==> config.mk <==
export PLATFORM = sky130hd
export DESIGN_NAME = ram_arbiter
export DESIGN_NICKNAME = d
export VERILOG_FILES = /design/src/rtl/ram_arbiter.sv
export SDC_FILE = /design/constraint.sdc
export NUM_CORES = 1
export LEC_CHECK = 0
export ABC_AREA = 1
export BUFFER_PORTS_ARGS = -buffer_cell sky130_fd_sc_hd__buf_2
export CORE_UTILIZATION = 32
export CTS_CLUSTER_DIAMETER = 80
export DETAILED_ROUTE_END_ITERATION = 10
export PLACE_DENSITY = 0.79
export SLEW_MARGIN = 20
export SYNTH_ARGS = -nofsm -noshare
export SYNTH_HDL_FRONTEND = slang
export SYNTH_SLANG_ARGS = --single-unit
==> constraint.sdc <==
create_clock -name clk -period 1.3 [get_ports clk]
set_clock_uncertainty 0.15 [all_clocks]
set_input_delay 0 -clock clk [delete_from_list [all_inputs] [get_ports clk]]
set_output_delay 0 -clock clk [all_outputs]
set_load 0.05 [all_outputs]
==> src/rtl/ram_arbiter.sv <==
// Arbitrates N_REQ requesters onto one 1R/1W registered-read Ram and runs a zero-fill clear sweep.
// Define RAM_ARB_ROUND_ROBIN_EN for rotating priority; otherwise the lowest index wins.
module ram_arbiter #(
    parameter int ADDR_W = 4,
    parameter int DATA_W = 16,
    parameter int N_REQ  = 2,
    parameter int SIZE   = 2**ADDR_W
) (
    input  logic                      clk,
    input  logic                      rst,
    input  logic [N_REQ-1:0]          req_valid,
    input  logic [N_REQ-1:0]          req_we,
    input  logic [N_REQ*ADDR_W-1:0]   req_addr,
    input  logic [N_REQ*DATA_W-1:0]   req_wdata,
    output logic [N_REQ-1:0]          req_ready,
    output logic [N_REQ-1:0]          rsp_valid,
    output logic [DATA_W-1:0]         rsp_data,
    input  logic                      clear,
    output logic                      busy,
    output logic [ADDR_W-1:0]         ram_ra,
    output logic [ADDR_W-1:0]         ram_wa,
    output logic [DATA_W-1:0]         ram_data,
    output logic                      ram_we,
    input  logic [DATA_W-1:0]         ram_result
);

    localparam int PTR_W = (N_REQ > 1) ? $clog2(N_REQ) : 1;

    typedef enum logic {
        IDLE  = 1'b0,
        CLEAR = 1'b1
    } state_t;

    state_t              r_state;
    state_t              w_state_nxt;
    logic [ADDR_W-1:0]   r_cnt;
    logic [ADDR_W-1:0]   w_cnt_nxt;
    logic [N_REQ-1:0]    r_rsp_vld_p1;

    logic                w_any;
    logic [PTR_W-1:0]    w_gidx;
    logic [N_REQ-1:0]    w_grant;
    logic                w_acc;
    logic [ADDR_W-1:0]   w_gaddr;
    logic [DATA_W-1:0]   w_gwdata;

`ifdef RAM_ARB_ROUND_ROBIN_EN
    logic [PTR_W-1:0]    r_ptr;

    // Scan from farthest to nearest so the requester closest to r_ptr is the last to overwrite
    always_comb begin : pick_rr
        logic [PTR_W-1:0] v_idx;
        w_any  = 1'b0;
        w_gidx = '0;
        v_idx  = '0;
        for (int k = N_REQ - 1; k >= 0; k--) begin
            v_idx = PTR_W'((int'(r_ptr) + k) % N_REQ);
            if (req_valid[v_idx]) begin
                w_any  = 1'b1;
                w_gidx = v_idx;
            end
        end
    end

    always_ff @(posedge clk or posedge rst) begin
        if (rst) begin
            r_ptr <= '0;
        end else if (w_acc) begin
            r_ptr <= (w_gidx == PTR_W'(N_REQ - 1)) ? '0 : w_gidx + 1'b1;
        end
    end
`else
    always_comb begin : pick_fixed
        logic [PTR_W-1:0] v_idx;
        w_any  = 1'b0;
        w_gidx = '0;
        v_idx  = '0;
        for (int k = N_REQ - 1; k >= 0; k--) begin
            v_idx = PTR_W'(k);
            if (req_valid[v_idx]) begin
                w_any  = 1'b1;
                w_gidx = v_idx;
            end
        end
    end
`endif

    // A clear pulse steals the cycle so the sweep never races a granted access
    always_comb begin
        w_grant = '0;
        if (w_any && (r_state == IDLE) && !clear) begin
            w_grant = N_REQ'(1) << w_gidx;
        end
    end

    assign w_acc     = |w_grant;
    assign req_ready = w_grant;
    assign w_gaddr   = req_addr[int'(w_gidx)*ADDR_W +: ADDR_W];
    assign w_gwdata  = req_wdata[int'(w_gidx)*DATA_W +: DATA_W];

    always_comb begin
        ram_ra   = w_gaddr;
        ram_wa   = w_gaddr;
        ram_data = w_gwdata;
        ram_we   = w_acc & req_we[w_gidx];
        if (r_state == CLEAR) begin
            ram_wa   = r_cnt;
            ram_data = '0;
            ram_we   = 1'b1;
        end
    end

    always_comb begin
        w_state_nxt = r_state;
        w_cnt_nxt   = r_cnt;
        case (r_state)
            IDLE: begin
                if (clear) begin
                    w_state_nxt = CLEAR;
                end
            end
            CLEAR: begin
                w_cnt_nxt = r_cnt + 1'b1;
                if (r_cnt == ADDR_W'(SIZE - 1)) begin
                    w_cnt_nxt   = '0;
                    w_state_nxt = IDLE;
                end
            end
            default: begin
                w_state_nxt = IDLE;
                w_cnt_nxt   = '0;
            end
        endcase
    end

    // Stage p0 -> p1: read acceptance becomes the response strobe aligned with ram_result
    always_ff @(posedge clk or posedge rst) begin
        if (rst) begin
            r_state      <= IDLE;
            r_cnt        <= '0;
            r_rsp_vld_p1 <= '0;
        end else begin
            r_state      <= w_state_nxt;
            r_cnt        <= w_cnt_nxt;
            r_rsp_vld_p1 <= w_grant & ~req_we;
        end
    end

    assign rsp_valid = r_rsp_vld_p1;
    assign rsp_data  = ram_result;
    assign busy      = (r_state == CLEAR);

endmodule

## Word-level counts from Yosys, hierarchy flattened

Cells that the tools add are included.
W data, S select, Z words.

| word-level totals | value |
|---|---|
| flip-flop bits (word level) | 7 |
| latch bits | 0 |
| logic and storage cells | 30 |
| memories | 0 |
| memory bits (writable) | 0 |
| output and inout bits | 46 |
| bits of input ports | 63 |
| ROM bits | 0 |

| cells by class | value |
|---|---|
| bitwise logic cells | 4 |
| order comparisons | 1 |
| shift operators | 3 |
| add/subtract/negate cells | 1 |
| mux-type cells | 13 |
| eq/ne operators | 1 |
| divide/modulo/power cells | 0 |
| multiply operators | 0 |
| reduce and logical (&&, ||, !) cells | 4 |

Operator list:

| operator | count |
|---|---|
| $shiftx A32 B6 Y16 | 1 |
| $mux W16 | 1 |
| $mux W1 | 8 |
| $mux W4 | 2 |
| $shiftx A8 B4 Y4 | 1 |
| $add A4 B1 Y4 const B | 1 |
| $eq A4 B4 Y1 const B | 1 |
| $and A2 B2 Y2 | 1 |
| $logic_and A1 B1 Y1 | 2 |
| $lt A1 B2 Y1 const B | 1 |
| $mux W2 | 1 |
| $not A2 Y2 | 1 |
| $pmux W1 S2 | 1 |
| $reduce_or A2 Y1 | 1 |
| $shl A1 B1 Y2 const A | 1 |
| $and A1 B1 Y1 | 1 |
| $logic_not A1 Y1 | 1 |
| $not A1 Y1 | 1 |

## Logic depth before layout (Yosys ltp)

| logic depth | value |
|---|---|
| word-level depth | 8 |
| mapped depth | 6 |
| gate-level depth less buffers | 6 |

## Least setup slack after synthesis

Ideal clock, no wire load.

| path | value |
|---|---|
| path type | reg-to-output |
| from | register r_state (netlist: busy) |
| to | output ram_data[10] |
| stages on the path, launching flop included | 6 |
| setup slack | -0.608 ns |
| data arrival time | 1.758 ns |
| path buffers | 2 |
| required time | 1.150 ns |
| cell sequence | dfrtp_1 > buf_4 > inv_1 > buf_2 > o21ai_0 > nor2_1 |

| on the way | value |
|---|---|
| cells in the longest elaborated chain, start to end | 1 |

Ends and longest elaborated chain:

| element | RTL line | RTL |
|---|---|---|
| start: declaration | 34 | `state_t r_state;` |
| start signal: assignment | 143 | `r_state <= w_state_nxt;` |
| $mux W16 | 106 | `if (r_state == CLEAR) begin` |
| end: declaration | 22 | `output logic [DATA_W-1:0] ram_data,` |

Every way passes these cells.

## Worst setup path after layout

| path | value |
|---|---|
| from | register r_state (netlist: busy) |
| to | output ram_data[12] |

The elaborated chain is that of the path after synthesis.

==> reports/metrics.csv <==
stage;metric;value;unit
timing;final_max_slew_viol_count;0;
synth;synth_top_area_share;0.203;
place;dp_slack;28.6;ps
run_status;violations;hold timing, setup timing;
synth;synth_area_leaders;dfrtp_1 20%, buf_4 16%, nor2_1 15%;
timing;final.period_utilization;1.10;
clocking;clkLatencyLatePin;250;ps
synth;synth_top_area_cell;dfrtp_1;
run_status;status;complete, but fails checks;
route;vias;1231;
route;drc;0;
place;port_buffers;76;
timing;hold_viol;3;
die;coreArea;2520;µm²
grt;grt_antenna_before_repair;0;
synth;ys_types;21;
clocking;ctsHoldBuffers;20;
clocking;path_clk_slew;50;ps
timing;finalSetupViolCount;23;
timing;period_needed;1430;ps
grt;grt_max_degree;19;
clocking;cts_buffer_depth;2;
place;gp_congestion;0.726;
timing;finalSetupTns;-1930;ps
setup_path;path_cells;clkinv_4, clkbuf_16, o21ai_2, nor2_4, buf_8;
grt;grt_pass1_wl;4330;µm
setup_path;worstPathArrival;1280;ps
grt;grt_overflow;0;
route;wl_per_cell;12.7;µm
die;die_w;53.9;µm
clocking;numCtsBuffers;3;
setup_path;crit_type;flop to output port;
finish;layout.nets;297;
timing;fmax;699;MHz
finish;area_delta_synth_final;132;%
route;drt-pass1-iter-count;4;
die;start_util;0.342;
setup_path;worst_path_max_delay_cell;dfrtp_2;
synth;synth_cells;143;
die;rows;18;
die;io_pins;109;
place;dp_hpwl;2090;µm
synth;yosysSeqAreaShare;0.203;
route;ant_nets;0;
power_and_ir_drop;power_leakage;0.932;nW
route;viasPerCell;4.70;
finish;drive_gt1_frac;0.621;
clocking;cts_tree;done;
setup_path;cpPeakStageDelay;440;ps
timing;rsz0062_at_grt;yes;
grt;grt_pass1_vias;1088;
setup_path;startpoint_type;flop;
clocking;clock_sinks;7;
setup_path;critical_path.max_fanout;8;
route;wl;3320;µm
power_and_ir_drop;vdd_drop_max;2.22;mV
timing;max_slew_margin;0.656;
worst_hold_path;min_path_type;input port to flop;
job;drv_cap;0;
finish;antenna_cells;0;
die;die_h;53.9;µm
timing;worst_pin_slew;514;ps
route;first_iter_violations;9;
setup_path;critical_path.endpoint_type;output port;
grt;grt_usage;0.202;
timing;whs;-77.0;ps
synth;synth_seq_cells;7;
synth;syn_area;862;µm²
setup_path;critPathBufInv;3;
setup_path;crit_required;1150;ps
power_and_ir_drop;p_per_area;2200;nW/µm²
synth;postSynthAreaPerCell;6.03;µm²
finish;fillers;170;
synth;yosys_warnings;0;
clocking;htreeDepth;1;
die;die_area;2910;µm²
synth;synth_fp_nets;207;
timing;finalWorstSetupSlack;-130;ps
clocking;cts-root-buf;clkbuf_4;
setup_path;critPathTopFamily;flip-flops;
## cell usage in the layout (no fill, tap or decap), types with 5 or more instances in the layout
master | netlist | final
dfrtp_1 | 7 | 6
nand3_1 | 9 | 5
nor2_4 | 0 | 17
nand2_4 | 0 | 8
o21ai_2 | 0 | 12
inv_1 | 13 | 10
buf_4 | 18 | 8
dlygate4sd3_1 | 0 | 20
nor2_1 | 35 | 19
buf_2 | 3 | 52
nand2_1 | 22 | 12
buf_8 | 1 | 22
## final cells by class
type	instances	area, µm²	area share
sequential	7	176	0.0882
inverter	15	71.3	0.0357
clock buffer	4	26.3	0.0131
multi-input combinational	98	729	0.365
tap	30	37.5	0.0188
timing repair buffer	108	958	0.479
## metrics by stage
step | utilization | instance area, µm² | instances | power, W
2_1_floorplan | - | 1100 | 143 | 0.00269
3_3_place_gp | 0.553 | 1400 | 234 | 0.00303
3_5_place_dp | 0.553 | 1400 | 234 | 0.00305
4_1_cts | 0.722 | 1820 | 259 | 0.00393
5_1_grt | 0.793 | 2000 | 262 | 0.00464
6_report | 0.793 | 2000 | 262 | 0.00440
## synth_stat cells, drive strengths merged
master	number
buf	23
a31oi	1
inv	15
nand3	9
nand4	1
dfrtp	7
nand3b	4
a21oi	1
and2	4
nand2	24
ha	1
o21ai	16
xor2	1
nor2	36
## state kept, by name (all words and copies together) (netlist names)
signal,count
rsp_valid,2
busy,1
r_cnt,4
## power by group
group          internal (W)  leakage, nW  switching (W)
sequential         0.000309       0.0836       0.000112
combinational       0.00158        0.834        0.00220
clock              0.000117       0.0150      0.0000837
total               0.00201        0.932        0.00240
## cells by family after synthesis
kind of cell / after synthesis / share of synthesized area
AO/OA/AOI/OAI: 18 / 0.106
AND/OR/NAND/NOR: 78 / 0.393
buffers and inverters: 38 / 0.273
flip-flops: 7 / 0.203
adder cells (fa/ha/maj): 1 / 0.0145
XOR/XNOR: 1 / 0.0102
## tightest hold or removal path: stages
cell	delay, ps
buf_2	110
nor2_4	60
nand2_2	80
nor2_1	40
## routing by layer
metal / vias up / share of wire / track usage
li1: 609 / - / -
met2: 61 / 0.58 / 0.403
met1: 559 / 0.34 / 0.219
met3: 2 / 0.077 / 0.0226
met4: 0 / 0.0051 / 0.0526
met5: - / 0 / 0
## final timing paths
kind,from,to,slack (ps),cells past startpoint
max in group asynchronous,rst,busy,700,3
max reg2reg,busy,r_cnt[2],40,5
max,busy,ram_data[12],-130,5
min reg2reg,r_cnt[1],r_cnt[1],490,3
min,clear,rsp_valid[0],-80,4
min in group asynchronous,rst,r_cnt[0],80,3
## timing repair
action	CTS	global route
hold endpoints to repair	26	3
gates resized for setup	60	36
setup buffers	1	3
setup endpoints to repair	23	26
cloned	0	1
pin swaps	1	14
No activity file was read; power rests on OpenSTA's default activity.
